File: src/rtl/meas_pkg.sv
// -----------------------------------------------------------------------------
// meas_pkg
// Shared constants and types for the measurement channels and the result
// write arbiter. The measure blocks and the arbiter import this package so
// that channel count and word width stay consistent everywhere.
// -----------------------------------------------------------------------------
package meas_pkg;
    localparam int NUM_CH = 5;
    localparam int DATA_W = 64;
    localparam int CH_W   = $clog2(NUM_CH);

    typedef logic [DATA_W-1:0] meas_word_t;
    typedef logic [CH_W-1:0]   ch_idx_t;

    // Channel index plus one, wrapping NUM_CH-1 back to 0.
    function automatic ch_idx_t ch_inc(input ch_idx_t c);
        return (c == ch_idx_t'(NUM_CH - 1)) ? '0 : ch_idx_t'(c + 1'b1);
    endfunction
endpackage

File: src/rtl/rr_arbiter.sv
// -----------------------------------------------------------------------------
// rr_arbiter
// Purely combinational round-robin pick: scans req_i starting at ptr_i,
// wrapping modulo NUM_CH, and grants the first requester found.
// Ports:
//   req_i      in   NUM_CH  request vector
//   ptr_i      in   CH_W    first index to examine
//   gnt_o      out  NUM_CH  one-hot grant (all zero when nothing requests)
//   gnt_idx_o  out  CH_W    index of the granted requester
//   any_o      out  1       at least one request present
// -----------------------------------------------------------------------------
module rr_arbiter
    import meas_pkg::*;
(
    input  logic [NUM_CH-1:0] req_i,
    input  ch_idx_t           ptr_i,
    output logic [NUM_CH-1:0] gnt_o,
    output ch_idx_t           gnt_idx_o,
    output logic              any_o
);
    logic [CH_W:0] w_sum;
    ch_idx_t       w_idx;

    always_comb begin
        gnt_o     = '0;
        gnt_idx_o = '0;
        any_o     = 1'b0;
        w_sum     = '0;
        w_idx     = '0;
        for (int i = 0; i < NUM_CH; i++) begin
            // One extra bit so ptr+i cannot overflow before the modulo fold.
            w_sum = {1'b0, ptr_i} + (CH_W+1)'(i);
            if (w_sum >= (CH_W+1)'(NUM_CH))
                w_sum = w_sum - (CH_W+1)'(NUM_CH);
            w_idx = w_sum[CH_W-1:0];
            if (!any_o && req_i[w_idx]) begin
                any_o        = 1'b1;
                gnt_o[w_idx] = 1'b1;
                gnt_idx_o    = w_idx;
            end
        end
    end
endmodule

File: src/rtl/meas_wr_arbiter.sv
// -----------------------------------------------------------------------------
// meas_wr_arbiter
// Collects per-channel measurement results into one-entry holding buffers and
// serialises them onto the single regfile write port with round-robin order.
// Ports:
//   clk_i          in   1              clock
//   rst_i          in   1              async, active-high reset
//   raw_wr_en_i    in   NUM_CH         per-channel result-valid pulse
//   raw_wr_data_i  in   NUM_CH x DATA_W per-channel result word
//   arb_en_i       in   1              allow new grants
//   reg_wr_rdy_i   in   1              sink accepts presented write
//   ovr_clr_i      in   1              clears sticky overrun flags
//   reg_wr_en_o    out  1              write valid
//   reg_wr_data_o  out  DATA_W         write data
//   reg_wr_ch_o    out  CH_W           source channel of the write
//   ovr_o          out  NUM_CH         sticky overrun flags
//   busy_o         out  1              any pending entry or write presented
// -----------------------------------------------------------------------------
module meas_wr_arbiter
    import meas_pkg::*;
(
    input  logic                         clk_i,
    input  logic                         rst_i,
    input  logic [NUM_CH-1:0]            raw_wr_en_i,
    input  meas_word_t [NUM_CH-1:0]      raw_wr_data_i,
    input  logic                         arb_en_i,
    input  logic                         reg_wr_rdy_i,
    input  logic                         ovr_clr_i,
    output logic                         reg_wr_en_o,
    output meas_word_t                   reg_wr_data_o,
    output ch_idx_t                      reg_wr_ch_o,
    output logic [NUM_CH-1:0]            ovr_o,
    output logic                         busy_o
);
    logic [NUM_CH-1:0]       r_pend;
    meas_word_t [NUM_CH-1:0] r_buf;
    logic [NUM_CH-1:0]       r_ovr;
    ch_idx_t                 r_rr;
    logic                    r_wr_en;
    meas_word_t              r_wr_data;
    ch_idx_t                 r_wr_ch;
    logic                    r_busy;

    logic [NUM_CH-1:0] w_gnt;
    logic [NUM_CH-1:0] w_gnt_q;
    ch_idx_t           w_gnt_idx;
    logic              w_any;
    logic              w_free;
    logic              w_grant;
    logic [NUM_CH-1:0] w_pend_nxt;
    logic [NUM_CH-1:0] w_ovr_nxt;
    logic              w_en_nxt;

    rr_arbiter u_rr (
        .req_i     (r_pend),
        .ptr_i     (r_rr),
        .gnt_o     (w_gnt),
        .gnt_idx_o (w_gnt_idx),
        .any_o     (w_any)
    );

    assign w_free  = !r_wr_en || reg_wr_rdy_i;
    assign w_grant = w_free && arb_en_i && w_any;
    assign w_gnt_q = w_gnt & {NUM_CH{w_grant}};

    // A fresh pulse always re-arms pend, even on the channel being granted:
    // the grant takes the old buffer word and the new one waits its turn.
    assign w_pend_nxt = raw_wr_en_i | (r_pend & ~w_gnt_q);
    // Overrun only when unread data is overwritten; set wins over clear.
    assign w_ovr_nxt  = (raw_wr_en_i & r_pend & ~w_gnt_q)
                      | (r_ovr & ~{NUM_CH{ovr_clr_i}});
    // A stalled write stays up; a free slot without a grant drops valid.
    assign w_en_nxt   = w_grant || (r_wr_en && !w_free);

    always_ff @(posedge clk_i or posedge rst_i) begin
        if (rst_i) begin
            r_pend    <= '0;
            r_buf     <= '0;
            r_ovr     <= '0;
            r_rr      <= '0;
            r_wr_en   <= 1'b0;
            r_wr_data <= '0;
            r_wr_ch   <= '0;
            r_busy    <= 1'b0;
        end else begin
            r_pend  <= w_pend_nxt;
            r_ovr   <= w_ovr_nxt;
            r_wr_en <= w_en_nxt;
            r_busy  <= (|w_pend_nxt) || w_en_nxt;
            for (int k = 0; k < NUM_CH; k++) begin
                if (raw_wr_en_i[k])
                    r_buf[k] <= raw_wr_data_i[k];
            end
            if (w_grant) begin
                r_wr_data <= r_buf[w_gnt_idx];
                r_wr_ch   <= w_gnt_idx;
                r_rr      <= ch_inc(w_gnt_idx);
            end
        end
    end

    assign reg_wr_en_o   = r_wr_en;
    assign reg_wr_data_o = r_wr_data;
    assign reg_wr_ch_o   = r_wr_ch;
    assign ovr_o         = r_ovr;
    assign busy_o        = r_busy;
endmodule
File: config.mk
export PLATFORM = sky130hd
export DESIGN_NAME = meas_wr_arbiter
export DESIGN_NICKNAME = d
export VERILOG_FILES = /design/src/rtl/meas_pkg.sv /design/src/rtl/rr_arbiter.sv /design/src/rtl/meas_wr_arbiter.sv
export SDC_FILE = /design/constraint.sdc
export NUM_CORES = 1
export LEC_CHECK = 0
export BUFFER_PORTS_ARGS = -buffer_cell sky130_fd_sc_hd__buf_2
export CORE_MARGIN = 2
export CORE_UTILIZATION = 25
export DETAILED_ROUTE_END_ITERATION = 6
export MAX_ROUTING_LAYER = met4
export PLACE_DENSITY = 0.5
export SLEW_MARGIN = 20
export SYNTH_ARGS = -nofsm -noshare
export SYNTH_HDL_FRONTEND = slang
export SYNTH_SLANG_ARGS = --single-unit
export TNS_END_PERCENT = 5
File: constraint.sdc
create_clock -name clk_i -period 18.7 [get_ports clk_i]
set_input_delay 2.805 -clock clk_i [delete_from_list [all_inputs] [get_ports clk_i]]
set_output_delay 2.805 -clock clk_i [all_outputs]
set_load 0.05 [all_outputs]
# After elaboration in Yosys (flattened, before gate mapping)
# Cells that the tools add are included.
# word_totals
ff_bits	402
latchBits	0
mem_bits_rw	0
mem_bits_ro	0
input_bits	330
n_memories	0
# op_classes
n_addsub	10
multipliers	0
n_div	0
order_cmp	16
n_eq_ne	1
shift	0
mux	43
n_bitwise	13
n_reduce_logical	22
# ops
cell	n
binary-select mux 64 bit (select 3 bit)	1
two-way mux 64 bit	1
two-way mux 3 bit	11
OR 5 bit	6
bitwise AND 5 bit	5
two-way mux 5 bit	5
< comparator 3 x 4 -> 1 bit, second input constant	6
>= comparator 4 x 3 -> 1 bit, second input constant	4
binary-select mux 1 bit (select 3 bit)	5
demux 1 bit (select 3 bit)	5
>= comparator 3 x 1 -> 1 bit, second input constant	5
two-way mux 1 bit	15
subtractor 3 bit, second input constant	5
logical AND 1 bit	12
NOT 5 bit	2
adder 3 x 2 -> 4 bit, second input constant	2
logical NOT 1 bit	6
OR reduction 5 bit	1
adder 3 x 1 -> 4 bit, second input constant	1
adder 3 x 3 -> 4 bit, second input constant	1
adder 3 x 1 -> 3 bit, second input constant	1
equality test 3 bit, second input constant	1
>= comparator 3 bit, second input constant	1
logical OR 1 bit	3

# Longest topological paths before layout
# Gate-level depths: netlist of the first run.
# logic_depth
ltp_word	24
mapped_depth	18
depth_no_buf	16

# Cells and area by module
# A second synthesis of the first run with hierarchy kept.
# unflattened
cells_unflattened	1296
hier_area_um2	18371.4
# modules_own_cells
module	n_inst	cells_each	area_each_um2
meas_wr_arbiter	1	1113	17067.6
rr_arbiter	1	183	1303.8

# Worst setup path after synthesis of the first run
# OpenSTA, ideal clock, no wires.
# synth_timing
path_type	in2reg
from	in reg_wr_rdy_i
to	reg r_busy (netlist: busy_o)
setup_time_ns	0.139
arrival_ns	4.389
required_time_ns	18.561
setup_slack_ns	14.172
stages	7
path_buffers	1
cell_sequence	nand2b_1 nand2_1 or2_1 buf_2 a22o_1 or4_1 or4_1
# synth_via
elab_chain_len	9
# synth_lines
element	line	rtl
start, declared	meas_wr_arbiter.sv:27	input logic reg_wr_rdy_i,
logical OR 1 bit (*)	meas_wr_arbiter.sv:62	assign w_free = !r_wr_en || reg_wr_rdy_i;
logical AND 1 bit (2 in a row)	meas_wr_arbiter.sv:63	assign w_grant = w_free && arb_en_i && w_any;
bitwise AND 5 bit	meas_wr_arbiter.sv:64	assign w_gnt_q = w_gnt & {NUM_CH{w_grant}};
NOT 5 bit	meas_wr_arbiter.sv:68	assign w_pend_nxt = raw_wr_en_i | (r_pend & ~w_gnt_q);
bitwise AND 5 bit	meas_wr_arbiter.sv:68	
OR 5 bit	meas_wr_arbiter.sv:68	
OR reduction 5 bit	meas_wr_arbiter.sv:89	r_busy <= (|w_pend_nxt) || w_en_nxt;
logical OR 1 bit (*)	meas_wr_arbiter.sv:89	
end signal, assigned	meas_wr_arbiter.sv:89	
end, declared	meas_wr_arbiter.sv:42	logic r_busy;
# Every way passes the cells marked *; elsewhere a longest branch is shown, timed or not.
# A chain may end at the register's enable or synchronous reset.

# Worst setup path after layout of the first run
# layout_timing
from	reg r_rr[1]
to	reg r_wr_data[58] (netlist: reg_wr_data_o[58])
# layout_via
elab_chain_len	19
# layout_lines
element	line	rtl
start, declared	meas_wr_arbiter.sv:38	ch_idx_t r_rr;
start signal, assigned	meas_wr_arbiter.sv:97	r_rr <= ch_inc(w_gnt_idx);
branches (longest 16 deep; another with adder 3 x 1 -> 4 bit)	--	
two-way mux 3 bit (*)	rr_arbiter.sv:36	if (!any_o && req_i[w_idx]) begin
via u_rr.gnt_idx_o[1]	rr_arbiter.sv:18	output ch_idx_t gnt_idx_o,
binary-select mux 64 bit (select 3 bit) (*)	meas_wr_arbiter.sv:95	r_wr_data <= r_buf[w_gnt_idx];
two-way mux 64 bit (implied by the code) (*)	meas_wr_arbiter.sv:95	
end signal, assigned	meas_wr_arbiter.sv:95	
end, declared	meas_wr_arbiter.sv:40	meas_word_t r_wr_data;
# Mark *: on every way through the listed nets, which the timed path passes. The select of a mux whose other input is x is not followed.

==> impl_metrics.toml, run 1 <==
[drt]
drcViolationCount = 30
drtAntennaViolNets = 0
viasPerCell = 4.80
wire_per_inst_um = 22.7
first_pass_iters = 7
drt-total-wl_um = 60400
vias = 12700
drt_iter0_markers = 763

[placement]
place_hpwl_um = 40100
place_area_um2 = 21400
io_buffers = 403
globalplace.congestion = 0.836

[logic_synthesis]
yosysMostFrequentCell = "dfrtp_1"
syn_area_um2 = 18500
yosys-top-cells-count = "dfrtp_1 (402), mux2_2 (323), and3_1 (69), mux4_2 (65), a221o_1 (63)"
syn-num-nets = 1607
ys_async_sr_fraction_pct = 100
syn_area_per_cell_um2 = 14.6
yosysTopAreaCell = "dfrtp_1"
synth_cell_types = 82
synthFlopType = "dfrtp_1"
synthTopCellsByArea = "dfrtp_1 (54%), mux2_2 (20%), mux4_2 (7.9%)"
ys_seq_elements = 402
yosysWarnings = 0
synth-edff-count = 0
yosysTopAreaCellShare_pct = 54.5
synthCells = 1265
yosysSeqAreaShare_pct = 54.5

[sta]
hold_violations = 0
setup_violations = 0
relSlewSlack_pct = 34.3
skew_ns = 0.0414
finalSetupTns_ns = 0
drv_slew = 0
finalCriticalPeriod_ns = 5.81
fin_crit_sh_pct = 31.1
tightest_slew_ns = 0.986
fmaxAchievable_ghz = 0.172
rsz0062_at_grt = "false"

[cts]
numCtsBuffers = 48
postCtsHoldBufs = 0
cts_sinks = 402
cts_max_level = 2
cts_tree = "done"
cts_resized = 0
post_cts.repair.setup_buffers = 0
cts-root-buf = "clkbuf_16"
clockBufferDepth = 3
clk_pin_slew_worst_paths_ns = 0.05
insertion_delay_ns = 0.61

[final_layout]
layout-drive-gt1-share_pct = 54.3
layout.nets = 1983
final_area_um2 = 23000
area_growth_pct = 24.5
fillers = 7417
fin_util_pct = 31.5
seqCellArea_um2 = 10100
multi_input_area_um2 = 7910

[worst_setup_path]
cp.arrival_ns = 6.27
cp.required_ns = 19.15
worstSetupPathType = "flop to flop"
crit_path_start_kind = "flop"
critPathMaxFanout = 39
critPathCaptureType = "flop"

[job]
cap_violations = 0

[min_path]
hp-class = "flop to flop"

[grt]
overflow = 0
grt_pass1_vias = 13900
grt_pass1_wl_um = 88700
track_usage_pct = 16.1
antenna_found_initial = 21
grt_max_degree = 150

[die]
ioPinCount = 404
dieArea_um2 = 76100
core_um2 = 73100
dieHeight_um = 276
start_util_pct = 25.3
rows = 99
fp.dieW_um = 276

[outcome]
status = "finished, violations left"
violations = "DRC"

[power]
leakagePower_nw = 10.2
p_per_area_nw_per_um2 = 200
power_mw = 4.60
ir_drop_uv = 188
-- stage by stage --
| step | worst slack, ns | cells | hold slack (ns) |
|---|---|---|---|
| after floorplan | 4.71 | 1265 | 0.472 |
| after global placement | 12.88 | 2550 | 0.460 |
| after detailed placement | 12.73 | 2550 | 0.467 |
| after CTS | 12.68 | 2636 | 0.480 |
| after global routing | 12.32 | 2655 | 0.493 |
| final | 12.89 | 2656 | 0.474 |
-- power by group --
part           total (mW)  leakage, nW  switching, mW  internal [mW]
clock               0.928        0.770          0.389          0.540
sequential           1.14         4.73          0.113           1.03
combinational        2.52         4.70           1.49           1.04
-- cell families (layout without fill, tap and decap cells) --
family | after synthesis | count (layout) | synth area share, %
flops | 402 | 402 | 54.5
other cells | 0 | 20 | 0
xor+xnor | 6 | 6 | 0.285
mux | 398 | 398 | 28.2
fa+ha+maj | 12 | 12 | 0.854
simple gates | 171 | 171 | 5.17
compound gates | 170 | 170 | 8.16
buf+inv | 106 | 518 | 2.86
-- path summary, 6_finish.rpt --
check | from | endpoint | slack, ns | depth (start not counted)
min reg2reg | reg_wr_ch_o[0] | reg_wr_ch_o[0] | 0.47 | 2
max | r_rr[1] | reg_wr_data_o[58] | 12.89 | 13
max in group asynchronous | rst_i | r_buf[62] | 13.88 | 4
min in group asynchronous | rst_i | r_buf[88] | 2.42 | 2
max reg2reg | r_rr[1] | reg_wr_data_o[58] | 12.89 | 13
min | reg_wr_ch_o[0] | reg_wr_ch_o[0] | 0.47 | 2
-- flip-flops by register name (all words and copies together) (netlist names) --
register / count
r_buf: 320
reg_wr_data_o: 64
ovr_o: 5
r_pend: 5
r_rr: 3
reg_wr_ch_o: 3
busy_o: 1
reg_wr_en_o: 1
-- layout by cell type, fill, tap and decap left out, types with 7 or more instances in the layout --
cell type  count
a21o_1         7
a21oi_1       10
a221o_1       63
and3_1        68
buf_2        398
buf_4         19
clkbuf_1      11
clkbuf_16     48
clkbuf_8       9
clkinv_2      10
dfrtp_1      402
diode_2       20
ha_1          11
inv_1         10
mux2_2       323
mux2i_1        7
mux4_2        65
nand2_1       23
nand2b_1       7
nand3_1       10
nor2_1        23
o21ai_0       15
-- per-layer routing --
metal  vias to the layer above  global-route usage (%)  share of wire [%]  wire length [µm]
met5                         -                       -                  0                 0
met4                         0                    4.23                2.3              1390
met3                        89                    3.62                5.5              3330
met2                       386                    26.7                 50             30000
met1                      6658                    19.7                 42             25600
li1                       5605                       -                  -                 -
-- cell type report --
class,instances,share of cell area (%)
tap,959,5.22
antenna,20,0.218
sequential,402,43.7
inverter,14,0.261
multi-input combinational,757,34.4
clock inverter,18,0.870
clock buffer,68,5.94
timing repair buffer,418,9.37
-- critical path, cell delays in order, from the launching register on --
cell and delay (ns):
dfrtp_1 0.71, inv_1 0.23, ha_1 0.81, or2_1 0.18, o221ai_1 0.15, and3_1 0.24, a2111o_1 0.48, a21oi_4 0.30
o211ai_2 0.15, nand2_4 0.48, buf_4 0.84, inv_2 0.36, mux4_2 0.37, a221o_1 0.33
(Power assumes the default switching activity.)
==> run 2, diff against run 1 <==
==> constraint.sdc (replaced) <==
create_clock -name clk_i -period 5.7 [get_ports clk_i]
set_input_delay 0.855 -clock clk_i [delete_from_list [all_inputs] [get_ports clk_i]]
set_output_delay 0.855 -clock clk_i [all_outputs]
set_load 0.05 [all_outputs]
==> run 2 against run 1 <==
  * The run still ends with DRC left
  * Global-route usage is 0.076 points higher
  * Clock skew decreased by 0.016 ns
  * Combinational power increased to 3.5 times the previous value
  * Critical path depth up 2
  * Core utilization up 0.28 points
  * Sequential share of layout area down 0.39 points
  * Die area did not move
  * Critical endpoint is now busy_o
  * Largest power group unchanged
  * Highest routed layer unchanged
==> impl_metrics.toml, run 2 (synthesis gave the netlist of run 1 again) <==
[outcome]
status = "finished, violations left"
violations = "DRC"

[drt]
drt-total-wl_um = 60600
first_pass_iters = 7
drt_iter0_markers = 701
vias = 12700
wire_per_inst_um = 22.7
drcViolationCount = 14
drtAntennaViolNets = 0
viasPerCell = 4.77

[grt]
overflow = 0
grt_pass1_wl_um = 88900
antenna_found_initial = 20
track_usage_pct = 16.1
grt_pass1_vias = 13600
grt_max_degree = 159

[worst_setup_path]
cp.arrival_ns = 4.96
max_stage_delay_ns = 0.67
cp.required_ns = 6.14
critPathCaptureType = "flop"
path_cells = "clkinv_1, buf_4, ha_1, inv_1, fa_1, nor2_1, o22a_1, mux2_2, o21ai_4, a2111oi_2, nor2_4, buf_4, a31oi_1, or2_2, or4_1"
crit_path_start_kind = "flop"
critPathMaxFanout = 67
worstSetupPathType = "flop to flop"
slowest_stage = "buf_4"
crit_buf_inv = 4
crit_family = "simple AND/OR/NAND/NOR gates"
crit_top_cell = "buf_4"

[cts]
cts_tree = "done"
insertion_delay_ns = 0.59
post_cts.repair.setup_buffers = 0
clockBufferDepth = 3
postCtsHoldBufs = 0
cts_resized = 0
numCtsBuffers = 47
cts-root-buf = "clkbuf_16"
cts_sinks = 402
clk_pin_slew_worst_paths_ns = 0.06
cts_max_level = 2

[die]
fp.dieW_um = 276
ioPinCount = 404
core_um2 = 73100
rows = 99
start_util_pct = 25.3
dieArea_um2 = 76100
dieHeight_um = 276

[sta]
setup_violations = 0
fin_crit_sh_pct = 79.2
rsz0062_at_grt = "false"
tightest_slew_ns = 1.10
fmaxAchievable_ghz = 0.221
drv_slew = 0
finalCriticalPeriod_ns = 4.52
hold_violations = 0
relSlewSlack_pct = 26.5
worst_slack_ns = 1.18
skew_ns = 0.0251

[placement]
place_area_um2 = 21600
place_hpwl_um = 40700
io_buffers = 403
globalplace.congestion = 0.889
pre_cts_slack_ns = 1.20
dp_cells = 2565

[final_layout]
final_area_um2 = 23200
fin_util_pct = 31.8
largest_reg_flops = 320
final_cells = 2670
area_growth_pct = 25.7
final_common_cell = "dfrtp_1"
layout_common_cells = "dfrtp_1 (402), buf_2 (398), mux2_2 (323)"
layout.nets = 1997
layout-drive-gt1-share_pct = 54.5
top_register = "r_buf"

[power]
p_comb_share_pct = 56.6
clkPwrFrac_pct = 19.7
power_frac_seq_pct = 23.7
switching_power_mw = 6.72
ir_drop_uv = 924
p_per_area_nw_per_um2 = 677
intPower_mw = 8.99
leakagePower_nw = 10.3
switching_share_pct = 42.8

[min_path]
hp-class = "primary input to async pin"

[job]
cap_violations = 0
-- run 2: cell count changes in the layout (fill, tap and decap cells not counted) --
cell	change
bufinv_16	+3
clkinv_2	-2
inv_8	-1
buf_4	+8
clkbuf_16	-1
inv_16	-1
inv_6	+2
buf_12	+7
clkbuf_1	+2
clkbuf_8	-3
-- run 2: cell type report --
class | instances | area [µm²]
antenna | 20 | 50.0
clock buffer | 66 | 1310
clock inverter | 19 | 270
fill | 7340 | 49900
inverter | 14 | 56.3
multi-input combinational | 757 | 7910
sequential | 402 | 10100
tap | 959 | 1200
timing repair buffer | 433 | 2350
-- run 2: through the flow --
stage | power, mW | setup TNS [ns] | hold WS (ns)
2_1_floorplan | 10.2 | -228.63 | 0.472
4_1_cts | 15.9 | 0 | 0.248
5_1_grt | 16.6 | 0 | 0.270
6_report | 15.7 | 0 | 0.287
3_3_place_gp | 12.7 | 0 | 0.462
3_5_place_dp | 12.8 | 0 | 0.465
-- run 2: power by group through the flow --
stage	clock network, mW	logic [mW]	registers (mW)
detailed placement	0	8.98	3.77
floorplan	0	5.65	4.50
finish	3.10	8.88	3.73
global route	3.34	9.49	3.79
global placement	0	8.97	3.76
CTS	3.21	9.01	3.73
-- run 2: path summary, 6_finish.rpt --
path	depth (start not counted)	slack (ns)	start	to
max in group asynchronous	4	3.88	rst_i	r_buf[114]
min in group clk_i	2	0.48	reg_wr_ch_o[0]	reg_wr_ch_o[0]
worst min register to register	2	0.48	reg_wr_ch_o[0]	reg_wr_ch_o[0]
worst max register to register	15	1.18	r_rr[0]	busy_o
worst min-delay path	2	0.29	rst_i	r_buf[128]
worst max-delay path	15	1.18	r_rr[0]	busy_o
-- run 2: per-layer routing --
metal | up-vias | share of wire, % | track usage (%)
met5 | - | 0 | -
met4 | 0 | 2.0 | 4.05
met3 | 83 | 6.0 | 4.33
met2 | 347 | 49 | 25.9
met1 | 6679 | 43 | 20.2
li1 | 5636 | - | -
